[config.mk]
export PLATFORM = sky130hd
export DESIGN_NAME = tx_datapath
export DESIGN_NICKNAME = d
export VERILOG_FILES = /design/src/rtl/uart_pkg.sv /design/src/rtl/tx_bit_timer.sv /design/src/rtl/tx_datapath.sv
export SDC_FILE = /design/constraint.sdc
export NUM_CORES = 1
export LEC_CHECK = 0
export CAP_MARGIN = 20
export CORE_UTILIZATION = 60
export CTS_CLUSTER_DIAMETER = 80
export DETAILED_ROUTE_END_ITERATION = 12
export PLACE_DENSITY_LB_ADDON = 0.05
export SYNTH_ARGS = -nofsm -noshare
export SYNTH_HDL_FRONTEND = slang
export SYNTH_HIERARCHICAL = 1
export SYNTH_SLANG_ARGS = --single-unit
[constraint.sdc]
create_clock -name clk -period 6 [get_ports clk]
set_input_delay 0.6 -clock clk [delete_from_list [all_inputs] [get_ports clk]]
set_output_delay 0.6 -clock clk [all_outputs]
set_load 0.01 [all_outputs]
[src/rtl/uart_pkg.sv]
// Shared UART definitions: frame length, FSM encoding, parity and frame assembly.
package uart_pkg;

  localparam int FRAME_BITS = 11;

  typedef enum logic [1:0] {
    ST_IDLE   = 2'd0,
    ST_LOADED = 2'd1,
    ST_SHIFT  = 2'd2
  } uart_state_e;

  // ohel=0 gives even parity (^data), ohel=1 gives odd parity (~^data).
  function automatic logic parity(input logic [7:0] data, input logic eight, input logic ohel);
    logic p;
    p = eight ? (^data) : (^data[6:0]);
    return p ^ ohel;
  endfunction

  // Frame in transmit order, bit0 first: start, data, optional parity, stop fill.
  function automatic logic [FRAME_BITS-1:0] build_frame(input logic [7:0] data, input logic eight,
                                                        input logic pen, input logic ohel);
    logic [FRAME_BITS-1:0] f;
    f    = '1;
    f[0] = 1'b0;
    if (eight) begin
      f[8:1] = data;
      if (pen) f[9] = parity(data, eight, ohel);
    end else begin
      f[7:1] = data[6:0];
      if (pen) f[8] = parity(data, eight, ohel);
    end
    return f;
  endfunction

endpackage

[src/rtl/tx_bit_timer.sv]
// Bit-time divisor: counts 0..K-1 while enabled, pulsing BTU on the last count.
module tx_bit_timer #(
  parameter int K_W = 19
) (
  input  logic           clk,
  input  logic           rst,
  input  logic           clr,
  input  logic [K_W-1:0] K,
  output logic           BTU
);

  logic [K_W-1:0] cnt_q;
  logic [K_W-1:0] last;

  // K of 0 or 1 both mean one clock per bit; equality compare so a mid-frame K change
  // simply lands on whichever count matches next.
  assign last = (K <= K_W'(1)) ? '0 : K - K_W'(1);
  assign BTU  = !clr && (cnt_q == last);

  always_ff @(posedge clk) begin
    if (rst || clr || BTU) cnt_q <= '0;
    else                   cnt_q <= cnt_q + K_W'(1);
  end

endmodule

[src/rtl/tx_datapath.sv]
// UART transmitter: latches a byte on LOAD and shifts an 11-bit frame out LSB-first on TX.
module tx_datapath
  import uart_pkg::*;
#(
  parameter int K_W = 19
) (
  input  logic           clk,
  input  logic           rst,
  input  logic           LOAD,
  input  logic [7:0]     OUT_PORT,
  input  logic           EIGHT,
  input  logic           PEN,
  input  logic           OHEL,
  input  logic [K_W-1:0] K,
  output logic           TX,
  output logic           TXRDY
);

  uart_state_e           state_q, state_d;
  logic [7:0]            data_q;
  logic                  eight_q, pen_q, ohel_q;
  logic [FRAME_BITS-1:0] sr_q;
  logic [3:0]            bitcnt_q;
  logic                  btu, done;
  logic                  latch_en, sr_load, tmr_clr, rdy;

  tx_bit_timer #(.K_W(K_W)) u_timer (
    .clk (clk),
    .rst (rst),
    .clr (tmr_clr),
    .K   (K),
    .BTU (btu)
  );

  assign done = btu && (bitcnt_q == 4'(FRAME_BITS - 1));

  always_ff @(posedge clk) begin
    if (rst) state_q <= ST_IDLE;
    else     state_q <= state_d;
  end

  always_comb begin
    state_d = state_q;
    case (state_q)
      ST_IDLE:   if (LOAD) state_d = ST_LOADED;
      ST_LOADED: state_d = ST_SHIFT;
      ST_SHIFT:  if (done) state_d = ST_IDLE;
      default:   state_d = ST_IDLE;
    endcase
  end

  // Timer is held clear outside SHIFT so every frame starts from a full bit time.
  always_comb begin
    latch_en = 1'b0;
    sr_load  = 1'b0;
    tmr_clr  = 1'b1;
    rdy      = 1'b0;
    case (state_q)
      ST_IDLE:   begin rdy = 1'b1; latch_en = LOAD; end
      ST_LOADED: sr_load = 1'b1;
      ST_SHIFT:  tmr_clr = 1'b0;
      default:   ;
    endcase
  end

  always_ff @(posedge clk) begin
    if (rst) begin
      data_q   <= '0;
      eight_q  <= 1'b0;
      pen_q    <= 1'b0;
      ohel_q   <= 1'b0;
      sr_q     <= '1;
      bitcnt_q <= '0;
    end else begin
      if (latch_en) begin
        data_q  <= OUT_PORT;
        eight_q <= EIGHT;
        pen_q   <= PEN;
        ohel_q  <= OHEL;
      end
      if (sr_load) begin
        sr_q     <= build_frame(data_q, eight_q, pen_q, ohel_q);
        bitcnt_q <= '0;
      end else if (btu) begin
        sr_q     <= {1'b1, sr_q[FRAME_BITS-1:1]};
        bitcnt_q <= done ? 4'd0 : bitcnt_q + 4'd1;
      end
    end
  end

  assign TX    = sr_q[0];
  assign TXRDY = rdy;

endmodule

# Yosys cells after proc, flatten, opt, wreduce, memory -nomap -nowiden
# Cells that the tools add are included.
[totals]
register_bits = 46
inputBits = 33
word_cells = 44
[classes]
addsub = 3
bitwise_logic = 1
eq_ne = 6
n_lt_le_gt_ge = 1
reduce_logical = 10
n_mux = 15
[ops]
columns = ["op", "n"]
rows = [
  ["$mux 10", 2],
  ["$add 19x1->19 const B", 1],
  ["$eq 19x19->1", 1],
  ["$le 19x1->1 const B", 1],
  ["$mux 19", 1],
  ["$sub 19x1->19 const B", 1],
  ["$mux 8", 1],
  ["$reduce_xor 8->1", 1],
  ["$mux 1", 7],
  ["$reduce_xor 7->1", 1],
  ["$pmux 2 s3", 1],
  ["$add 4x1->4 const B", 1],
  ["$eq 4x4->1 const B", 1],
  ["$mux 2", 2],
  ["$mux 4", 1],
  ["$ne 2x2->1 const B", 2],
  ["$eq 2x1->1 const B", 1],
  ["$eq 2x2->1 const B", 1],
  ["$logic_and 1x1->1", 2],
  ["$logic_not 2->1", 1],
  ["$logic_or 1x1->1", 2],
  ["$reduce_and 2->1", 1],
  ["$reduce_bool 2->1", 1],
  ["$reduce_or 2->1", 1],
  ["$xor 1x1->1", 1],
]

# Depth between registers and ports, before layout
# Gate-level depths: netlist of the first run.
[depth]
depth_word = 7
ltp_mapped = 16
ltp_nobuf = 13

# By module
# The synthesis of the first run kept the hierarchy.
[modules_own_cells]
columns = ["module", "area_each_um2", "n_inst", "cells_per_inst"]
rows = [
  ["tx_bit_timer", 1679.1, 1, 207],
  ["tx_datapath", 1201.2, 1, 139],
]

# Worst setup path before layout of the first run
# OpenSTA, ideal clock, no wires.
[synth_path]
kind = "input to register"
start = "in K[1]"
end = "reg sr_q[8]"
path_slack_ps = 2239
arrival_time_ps = 3631
path_buffers = 3
stages = 15
cell_sequence = "inv_1 -> ha_1 -> nor3b_1 -> nand3_1 -> or3_1 -> and3_1 -> a211o_1 -> nor4b_2 -> and4_4 -> buf_6 -> buf_2 -> buf_2 -> mux2_2 -> o21ai_0 -> a31oi_1"
[synth_between]
elab_chain_cells = 5
[synth_rtl]
columns = ["element", "line_no", "text"]
rows = [
  ["start: declaration", "tx_datapath.sv:14", "input logic [K_W-1:0] K,"],
  ["$sub 19x1->19 / $le 19x1->1 (equally long branches)", "tx_bit_timer.sv:17", "assign last = (K <= K_W'(1)) ? '0 : K - K_W'(1);"],
  ["$mux 19 *", "tx_bit_timer.sv:17", ""],
  ["$eq 19x19->1 *", "tx_bit_timer.sv:18", "assign BTU = !clr && (cnt_q == last);"],
  ["$logic_and 1x1->1 *", "tx_bit_timer.sv:18", ""],
  ["via btu", "tx_datapath.sv:24", "logic btu, done;"],
  ["$reduce_bool 2->1 (no source line) *", "-", ""],
  ["end signal: assignment", "tx_datapath.sv:82", "sr_q <= build_frame(data_q, eight_q, pen_q, ohel_q);"],
  ["end signal: assignment", "tx_datapath.sv:85", "sr_q <= {1'b1, sr_q[FRAME_BITS-1:1]};"],
  ["end: declaration", "tx_datapath.sv:22", "logic [FRAME_BITS-1:0] sr_q;"],
]
# Mark *: on every way through the listed nets, which the timed path passes. The rest lies on a longest branch.
# A chain may end at the register's enable or synchronous reset.

# Worst setup path after layout of the first run
[layout_path]
start = "in K[0]"
end = "reg bitcnt_q[0]"
[layout_between]
elab_chain_cells = 6
[layout_rtl]
columns = ["element", "line_no", "text"]
rows = [
  ["$sub 19x1->19 / $le 19x1->1 (equally long branches)", "tx_bit_timer.sv:17", ""],
  ["$mux 19 *", "tx_bit_timer.sv:17", ""],
  ["$eq 19x19->1 *", "tx_bit_timer.sv:18", ""],
  ["$logic_and 1x1->1 *", "tx_bit_timer.sv:18", ""],
  ["via btu", "tx_datapath.sv:24", ""],
  ["$logic_and 1x1->1", "tx_datapath.sv:35", "assign done = btu && (bitcnt_q == 4'(FRAME_BITS - 1));"],
  ["$mux 4", "tx_datapath.sv:86", "bitcnt_q <= done ? 4'd0 : bitcnt_q + 4'd1;"],
  ["end signal: assignment", "tx_datapath.sv:86", ""],
  ["end: declaration", "tx_datapath.sv:23", "logic [3:0] bitcnt_q;"],
]
# Marked as above.

==> flow_metrics.tcl, run 1 <==
set metrics [dict create \
    num_vias 2520 \
    rows 24 \
    postCtsSetupRepairBufs 0 \
    clock.fmax_ghz 0.2350 \
    syn_nets 384 \
    fillCellCount 363 \
    multi_input_area_mm2 0.001839 \
    ys_warn_count 6 \
    post-synth-top-area-cell "dfxtp_1" \
    failed_checks "design-rule violations" \
    wl_mm 6.284 \
    antenna_found_initial 0 \
    whs_ps 460.5 \
    diodes 0 \
    die-area_mm2 0.005082 \
    path_cells "clkdlybuf4s50_1 -> inv_1 -> ha_1 -> nor3b_1 -> nand3_1 -> or3_1 -> and3_1 -> a211o_1 -> nor4b_2 -> and4_4 -> and4b_1 -> nor3b_1 -> o21bai_1 -> nor2b_1" \
    ctsHoldBuffers 0 \
    start_kind "input port" \
    dpl.hpwl_mm 4.886 \
    layout_commonest_cell "dfxtp_1" \
    die_h_um 71.29 \
    routabilityCongestion 0.9724 \
    ir_drop_mv 0.2102 \
    avgRoutedWirePerCell_um 14.86 \
    first_iter_violations 178 \
    synth.yosys.seq_area_share_pct 31.97 \
    clock_sinks 46 \
    synthCells 346 \
    io_pins 35 \
    dr.pass1.iters 8 \
    worstSetupPathType "in -> reg" \
    final_nets 408 \
    arrival_ps 4430 \
    rsz0062_at_grt "false" \
    synth_edf_count 0 \
    yosys_most_used_dff "dfxtp_1" \
    cts_buffers 5 \
    drive_above_1_share_pct 5.930 \
    timing.slew.headroom_pct 47.69 \
    skew_ps 7.966 \
    ys_ff_latch 46 \
    synth_area_mm2 0.002880 \
    clockBufferDepth 2 \
    seq_area_um2 920.9 \
    async_reset_ff_share_pct 0 \
    worstPathRequired_ps 6170 \
    path_buf_inv 2 \
    grt_max_degree 36 \
    drc 1 \
    tightest_slew_ps 781.2 \
    grt_pass1_vias 2353 \
    status "finished with violations" \
    cp_common_cell "nor3b_1" \
    clkLatencyLatePin_ps 290 \
    netlist.area_leader.share_pct 31.97 \
    hold_viol 0 \
    period_needed_ps 4254 \
    initial_utilization_pct 64.37 \
    cts_resized 0 \
    drv_cap 0 \
    hold_path_class "reg -> reg" \
    drv_slew 0 \
    cellPowerDensity_mw_per_mm2 194.8 \
    clk_pin_slew_ps 80 \
    htree_levels 2 \
    cts_tree "yes" \
    final_cell_mix "dfxtp_1 (46), nand2_1 (44), clkdlybuf4s50_1 (34)" \
    synth_cell_types 56 \
    synthToLayoutAreaGrowth_pct 14.38 \
    die_w_um 71.29 \
    grt_remaining_overflow 0 \
    drt-vias-per-instance 5.957 \
    setup-violations-final 0 \
    worst-path-max-fanout 35 \
    critPathMaxStageDelay_ps 550 \
    ctsRootBufferMaster "clkbuf_8" \
    slowest_stage "and4_4" \
    fin_setup_tns_ps 0 \
    port_buffers 34 \
    crit_family "simple AND/OR/NAND/NOR gates" \
    coreArea_mm2 0.004474 \
    synth.area.top_cells "dfxtp_1 (32%), xor2_1 (7.9%), xnor2_1 (6.4%)" \
    ant_nets 0 \
    cp-end-kind "register" \
    grt_usage_pct 27.07 \
    p_leak_nw 1.160 \
    grt_pass1_wl_mm 10.97 \
    finalCritPeriodShare_pct 70.91 \
    avgSynthCellArea_um2 8.324 \
]
## per-layer routing
layer | vias to the layer above | track usage, % | wire (um)
met4 | 0 | 4.889 | 15
met2 | 70 | 42.75 | 2812
li1 | 1273 | - | -
met3 | 2 | 4.360 | 388
met5 | - | 0 | 0
met1 | 1175 | 39.50 | 3067
## logic make-up after synthesis
logic type	synth area share, %
XOR/XNOR	15.07
multiplexers	4.257
AO/OA/AOI/OAI	10.69
buffers and inverters	4.170
adder cells (fa/ha/maj)	2.172
flip-flops	31.97
AND/OR/NAND/NOR	31.67
## worst reg2reg max path: cells and delay by family, from the launching register on
kind / cells / cell delay, ps
AO/OA/AOI/OAI: 2 / 440
AND/OR/NAND/NOR: 8 / 2250
flip-flops: 1 / 390
## cell usage after synthesis (5+ instances only)
master,n
xor2_1,26
clkbuf_1,8
and3_1,8
nand3_1,12
nand4_1,8
nor2_1,18
mux2i_1,10
a21oi_1,14
nor3b_1,5
nand2b_1,11
o21ai_0,12
dfxtp_1,46
xnor2_1,21
inv_1,5
nand2_1,44
nor3_1,29
ha_1,5
## final timing paths
kind,cells past startpoint,slack (ps),to,startpoint
worst min-delay path,2,460,pen_q,pen_q
worst max register to register,10,2810,bitcnt_q[0],u_timer/cnt_q[7]
worst min register to register,2,460,pen_q,pen_q
worst max-delay path,14,1750,bitcnt_q[0],K[0]
## through the flow
| stage | total power [mW] | setup slack, ps | cells | util (%) | instance area [um^2] |
|---|---|---|---|---|---|
| final | 0.6416 | 1746 | 423 | 73.63 | 3294 |
| after global routing | 0.6732 | 1323 | 423 | 73.63 | 3294 |
| after CTS | 0.6449 | 1795 | 423 | 73.63 | 3294 |
| after detailed placement | 0.4342 | 1494 | 415 | 71.17 | 3184 |
| after global placement | 0.4319 | 1612 | 415 | 71.17 | 3184 |
| after floorplan | 0.3909 | 2239 | 346 | - | 2880 |
## flip-flops by register name (all words and copies together) (netlist names)
signal and flops:
u_timer/cnt_q 19, state_q 2, sr_q 10, bitcnt_q 4, eight_q 1, data_q 8
pen_q 1, ohel_q 1
## area by class of cell
class | count | share of cell area (%)
timing repair buffer | 34 | 10.33
clock buffer | 8 | 3.342
multi-input combinational | 278 | 55.83
tap | 52 | 1.975
inverter | 5 | 0.5697
sequential | 46 | 27.95
## where the power goes
part / internal (mW) / total, mW / leakage, nW / switching, mW
clock network: 0.116 / 0.214 / 0.0575 / 0.0973
logic: 0.0522 / 0.104 / 0.729 / 0.0516
registers: 0.316 / 0.324 / 0.374 / 0.00851
Note: power is estimated with default switching activity, not from simulation.
==> inputs of run 2 (changes only) <==
- CORE_UTILIZATION: 60 -> 51
- clock period: 6 -> 3.47 ns (I/O delays scaled with it)
==> run 2 against run 1 <==
  * The flow now finishes without violations
  * Die area grew 17%
  * Sequential power grew 73%
  * Sequential share of layout area is 2.1 points lower
  * Worst hold slack got worse by 3.3 ps
  * Total power rose by 67%
  * Clock power grew 45%
  * Clock skew increased by 5.5 ps
  * Combinational power is 94% higher
  * Largest power group unchanged
  * Highest routed layer unchanged
==> flow_metrics.tcl, run 2 (synthesized netlist as in run 1, its figures left out) <==
set metrics [dict create \
    worstPathRequired_ps 3650 \
    final_nets 443 \
    first_iter_violations 129 \
    synthToLayoutAreaGrowth_pct 23.72 \
    cts_tree "yes" \
    met3_usage_pct 3.810 \
    crit_family "simple AND/OR/NAND/NOR gates" \
    initial_utilization_pct 54.65 \
    status "finished clean" \
    tightest_slew_ps 829.7 \
    start_kind "input port" \
    finalCritPeriodShare_pct 95.01 \
    drv_cap 0 \
    ir_drop_mv 0.3455 \
    seqPwrFrac_pct 52.3 \
    drv_slew 0 \
    htree_levels 2 \
    fillCellCount 473 \
    cellPowerDensity_mw_per_mm2 301.0 \
    diodes 0 \
    p_leak_nw 1.331 \
    worstSetupPathType "in -> reg" \
    p_total_mw 1.073 \
    layout_commonest_cell "dfxtp_1" \
    arrival_ps 3480 \
    drive_above_1_share_pct 13.83 \
    largest_register_ffs 19 \
    rows 26 \
    cp-end-kind "register" \
    setup-violations-final 0 \
    grt_max_degree 26 \
    fin_setup_tns_ps 0 \
    clkPwrFrac_pct 28.9 \
    coreArea_mm2 0.005270 \
    grt_pass1_vias 2388 \
    swShare_pct 26.41 \
    grt_remaining_overflow 0 \
    antenna_found_initial 0 \
    num_vias 2611 \
    clockBufferDepth 2 \
    largestRegisters "u_timer/cnt_q: 19 flops, sr_q: 10 flops, data_q: 8 flops" \
    p_sw_uw 283.3 \
    ant_nets 0 \
    drt-vias-per-instance 5.497 \
    cts_buffers 5 \
    clk_pin_slew_ps 80 \
    grt_usage_pct 23.86 \
    use_met1_pct 36.77 \
    period_needed_ps 3297 \
    grt_use_met2_pct 34.69 \
    wl_mm 6.945 \
    clock.fmax_ghz 0.3033 \
    path_cells "clkdlybuf4s50_1 -> inv_1 -> ha_1 -> nor3b_4 -> nand3_1 -> or3_1 -> and3_1 -> a211o_1 -> nor4b_2 -> and4_4 -> and4b_1 -> nor3b_1 -> o21bai_1 -> nor2b_1" \
    fin_util_pct 67.62 \
    busiest_layer "met1" \
    multi_input_area_mm2 0.001851 \
    dpl.hpwl_mm 5.379 \
    hold_viol 0 \
    drc 0 \
    avgRoutedWirePerCell_um 14.62 \
    final_cell_mix "dfxtp_1 (46), nand2_1 (44), buf_4 (35)" \
    seq_area_um2 920.9 \
    p_comb_share_pct 18.8 \
    grt_pass1_wl_mm 11.41 \
    timing.slew.headroom_pct 44.51 \
    slowest_stage "clkdlybuf4s50_1" \
    die_h_um 77.15 \
    clkLatencyLatePin_ps 290 \
    clock_sinks 46 \
    worst-path-max-fanout 8 \
    port_buffers 34 \
    skew_ps 13.43 \
    timing.final.ws_setup_ps 173.1 \
    die_w_um 77.15 \
    hold_path_class "reg -> reg" \
    internal_power_uw 789.3 \
    ctsRootBufferMaster "clkbuf_8" \
    die-area_mm2 0.005952 \
    routabilityCongestion 0.9491 \
    io_pins 35 \
    r2r_start "u_timer/cnt_q[7]" \
    rsz0062_at_grt "false" \
    min-delay-start "pen_q" \
    startpoint "K[1]" \
    path_buf_inv 2 \
    regMostFlops "u_timer/cnt_q" \
    dp_slack_ps -127.5 \
    dr.pass1.iters 4 \
    critPathMaxStageDelay_ps 460 \
]
## run 2: power groups by stage
stage               clock [mW]  combinational [mW]  sequential (mW)
global route             0.335               0.220            0.564
finish                   0.310               0.202            0.561
floorplan                    0               0.108            0.568
global placement             0               0.195            0.573
detailed placement           0               0.197            0.574
CTS                      0.316               0.199            0.561
## run 2: worst reg2reg max path, cell delays in order, from the launching register on
cell	delay (ps)
dfxtp_1	380
or4_1	530
nor4_1	210
nor2_1	70
a211o_1	290
nor4b_2	290
and4_4	320
and4b_1	300
nor3b_1	70
o21bai_1	150
nor2b_1	120
## run 2: final cells by class
| type | instances | share of cell area, % |
|---|---|---|
| multi-input cells | 278 | 51.93 |
| flip-flops and latches | 46 | 25.84 |
| repair buffers | 69 | 16.99 |
| well taps | 70 | 2.458 |
| clock buffers | 6 | 2.037 |
| inverters | 5 | 0.5267 |
| clock inverters | 1 | 0.2107 |
## run 2: final timing paths
check,end,slack [ps],cells after the start
hold / removal,pen_q,460,2
setup reg to reg,bitcnt_q[0],640,10
hold reg to reg,pen_q,460,2
setup / recovery,bitcnt_q[0],170,14
## run 2: what timing repair did
| action | CTS | global route |
|---|---|---|
| resized for setup | 0 | 3 |
| hold buffers | 0 | 0 |
| buffers inserted | 0 | 2 |
| setup endpoints to repair | 0 | 4 |
## run 2: metrics by stage
step | hold WS, ps | instances | area, um^2
after floorplan | 431.5 | 346 | 2885
after global placement | 443.4 | 466 | 3460
after detailed placement | 446.0 | 466 | 3460
after CTS | 458.3 | 473 | 3540
after global routing | 492.8 | 475 | 3563
final | 457.2 | 475 | 3563
## run 2: per-layer routing
metal  vias up  share of wire (%)
met5         -                  0
met4         0               0.50
met3         5                4.1
met2        50                 43
met1      1219                 52
li1       1337                  -
==> inputs of run 3 (changes only) <==
--- a/config.mk
+++ b/config.mk
@@ -7,4 +7,5 @@
 export LEC_CHECK = 0
 export CAP_MARGIN = 20
+export CORE_ASPECT_RATIO = 1.25
 export CORE_UTILIZATION = 51
 export CTS_CLUSTER_DIAMETER = 80
==> constraint.sdc (replaced) <==
create_clock -name clk -period 3.47 [get_ports clk]
set_input_delay 1.041 -clock clk [delete_from_list [all_inputs] [get_ports clk]]
set_output_delay 1.041 -clock clk [all_outputs]
set_load 0.01 [all_outputs]
==> run 3 against run 2 <==
  * The flow now finishes with violations (negative setup slack)
  * Critical path depth decreased by 2
  * Clock power increased by 8.7%
  * Via count increased by 5.3%
  * Final area increased by 11%
  * Global-route usage increased by 0.29 points
  * Clock-buffer cell count decreased by 1
  * Critical path type unchanged
  * Largest cell class unchanged
==> flow_metrics.tcl, run 3 (synthesized netlist as in run 1, its figures left out) <==
set metrics [dict create \
    worstPathRequired_ps 3650 \
    skew_ps 10.10 \
    r2r_slack_ps 750 \
    ant_nets 0 \
    clk_pin_slew_ps 80 \
    placed_cells 469 \
    dr.pass1.iters 4 \
    crit_family "simple AND/OR/NAND/NOR gates" \
    multi_input_area_mm2 0.002063 \
    path_buf_inv 3 \
    worst-path-max-fanout 5 \
    drt-vias-per-instance 5.622 \
    hold_viol 0 \
    port_buffers 34 \
    critPathMaxStageDelay_ps 380 \
    cellPowerDensity_mw_per_mm2 284.2 \
    drv_cap 0 \
    seq_area_um2 920.9 \
    drc 0 \
    worstSetupPathType "in -> reg" \
    hold_path_class "reg -> reg" \
    p_leak_nw 1.535 \
    clock_sinks 46 \
    regMostFlops "u_timer/cnt_q" \
    dp_slack_ps -812.3 \
    grt_pass1_vias 2674 \
    failed_checks "negative setup slack" \
    rows 30 \
    die_w_um 69.22 \
    stdcell_area_mm2 0.003969 \
    fillCellCount 430 \
    cts_tree "yes" \
    first_iter_violations 154 \
    final_nets 462 \
    min-delay-start "pen_q" \
    die_h_um 86.02 \
    coreArea_mm2 0.005443 \
    avgRoutedWirePerCell_um 14.73 \
    r2r_end "sr_q[8]" \
    wl_mm 7.204 \
    period_needed_ps 3538 \
    path_cells "buf_6 -> nor4_4 -> buf_4 -> and3_4 -> o211ai_1 -> or3_1 -> a2111oi_2 -> and4_4 -> buf_6 -> mux2_4 -> o21ai_2 -> a31oi_1" \
    antenna_found_initial 0 \
    routabilityCongestion 0.9166 \
    status "finished with violations" \
    initial_utilization_pct 52.92 \
    largestRegisters "u_timer/cnt_q: 19 flops, sr_q: 10 flops, data_q: 8 flops" \
    rsz0062_at_grt "true" \
    ir_drop_mv 0.3809 \
    worstHoldPathCells 2 \
    timing.slew.headroom_pct 53.68 \
    grt_usage_pct 24.14 \
    die-area_mm2 0.005954 \
    clkLatencyLatePin_ps 300 \
    setup-violations-final 5 \
    cp_common_cell "buf_6" \
    hold_end "pen_q" \
    tightest_slew_ps 694.8 \
    r2r_cells 10 \
    timing.final.ws_setup_ps -68.18 \
    num_vias 2749 \
    clockBufferDepth 2 \
    largest_register_ffs 19 \
    grt_max_degree 20 \
    slowest_stage "nor4_4" \
    grt_remaining_overflow 0 \
    ctsRootBufferMaster "clkbuf_8" \
    drive_above_1_share_pct 28.47 \
    io_pins 35 \
    arrival_ps 3710 \
    layout_commonest_cell "buf_4" \
    grt_pass1_wl_mm 11.65 \
    clock.fmax_ghz 0.2826 \
    htree_levels 2 \
    dpl_cell_area_mm2 0.003585 \
    fin_cells 489 \
    cp-end-kind "register" \
    r2r_start "u_timer/cnt_q[7]" \
    dpl.hpwl_mm 5.295 \
    finalCritPeriodShare_pct 102.0 \
    synthToLayoutAreaGrowth_pct 37.79 \
    cts_buffers 5 \
    final_cell_mix "buf_4 (50), dfxtp_1 (46), nand2_1 (42)" \
    start_kind "input port" \
    drv_slew 0 \
    diodes 0 \
]
-- run 3: cell type report --
class	count	share of cell area [%]
Sequential cell	46	23.20
Clock inverter	3	0.5990
Multi-Input combinational cell	278	51.99
Timing Repair Buffer	88	19.55
Inverter	5	0.9142
Clock buffer	5	1.734
Tap cell	64	2.018
-- run 3: worst reg2reg max path, stage by stage, from the launching register on --
cell     delay, ps
dfxtp_1        390
or4_1          530
nor4_1         200
nor2_1          70
a211o_1        240
nor4b_2        240
and4_4         310
buf_6          120
mux2_4         300
o21ai_2        150
a31oi_1         50
-- run 3: repair_timing --
action,4_1_cts,5_1_grt
hold buffers,0,0
resized for setup,58,55
endpoints found under the hold margin,0,0
buffers inserted,8,7
pin swaps,30,22
endpoints found under the setup margin,34,33
-- run 3: routing by layer --
| layer | wire length, um | up-vias | GRT usage [%] |
|---|---|---|---|
| met3 | 223 | 20 | 3.643 |
| met4 | 250 | 0 | 13.36 |
| met1 | 2777 | 1281 | 25.04 |
| met5 | 0 | - | 0 |
| met2 | 3953 | 68 | 46.07 |
| li1 | - | 1380 | - |
-- run 3: power by group --
part	internal [mW]	total [mW]	switching, mW
combinational	0.122	0.232	0.110
sequential	0.546	0.559	0.0131
clock	0.144	0.337	0.193
-- run 3: worst max-delay path by stage --
| stage | slack [ps] | cells past startpoint | to | startpoint |
|---|---|---|---|---|
| floorplan | -290 | 15 | sr_q[8] | K[1] |
| global placement | -800 | 13 | bitcnt_q[0] | K[6] |
| detailed placement | -810 | 14 | bitcnt_q[0] | K[0] |
| CTS | -70 | 13 | bitcnt_q[0] | K[4] |
| global route | -160 | 16 | sr_q[8] | K[1] |
| finish | -70 | 12 | sr_q[8] | K[6] |
-- run 3: per-stage QoR --
stage / hold WS (ps) / utilization [%] / TNS, ps / total power, mW
2_1_floorplan: 431.5 / - / -1856 / 0.6815
3_3_place_gp: 445.8 / 65.86 / -23420 / 0.7819
3_5_place_dp: 469.4 / 65.86 / -23600 / 0.7862
4_1_cts: 482.3 / 69.08 / -208.8 / 1.124
5_1_grt: 509.7 / 72.92 / -1674 / 1.182
6_report: 475.5 / 72.92 / -241.0 / 1.128
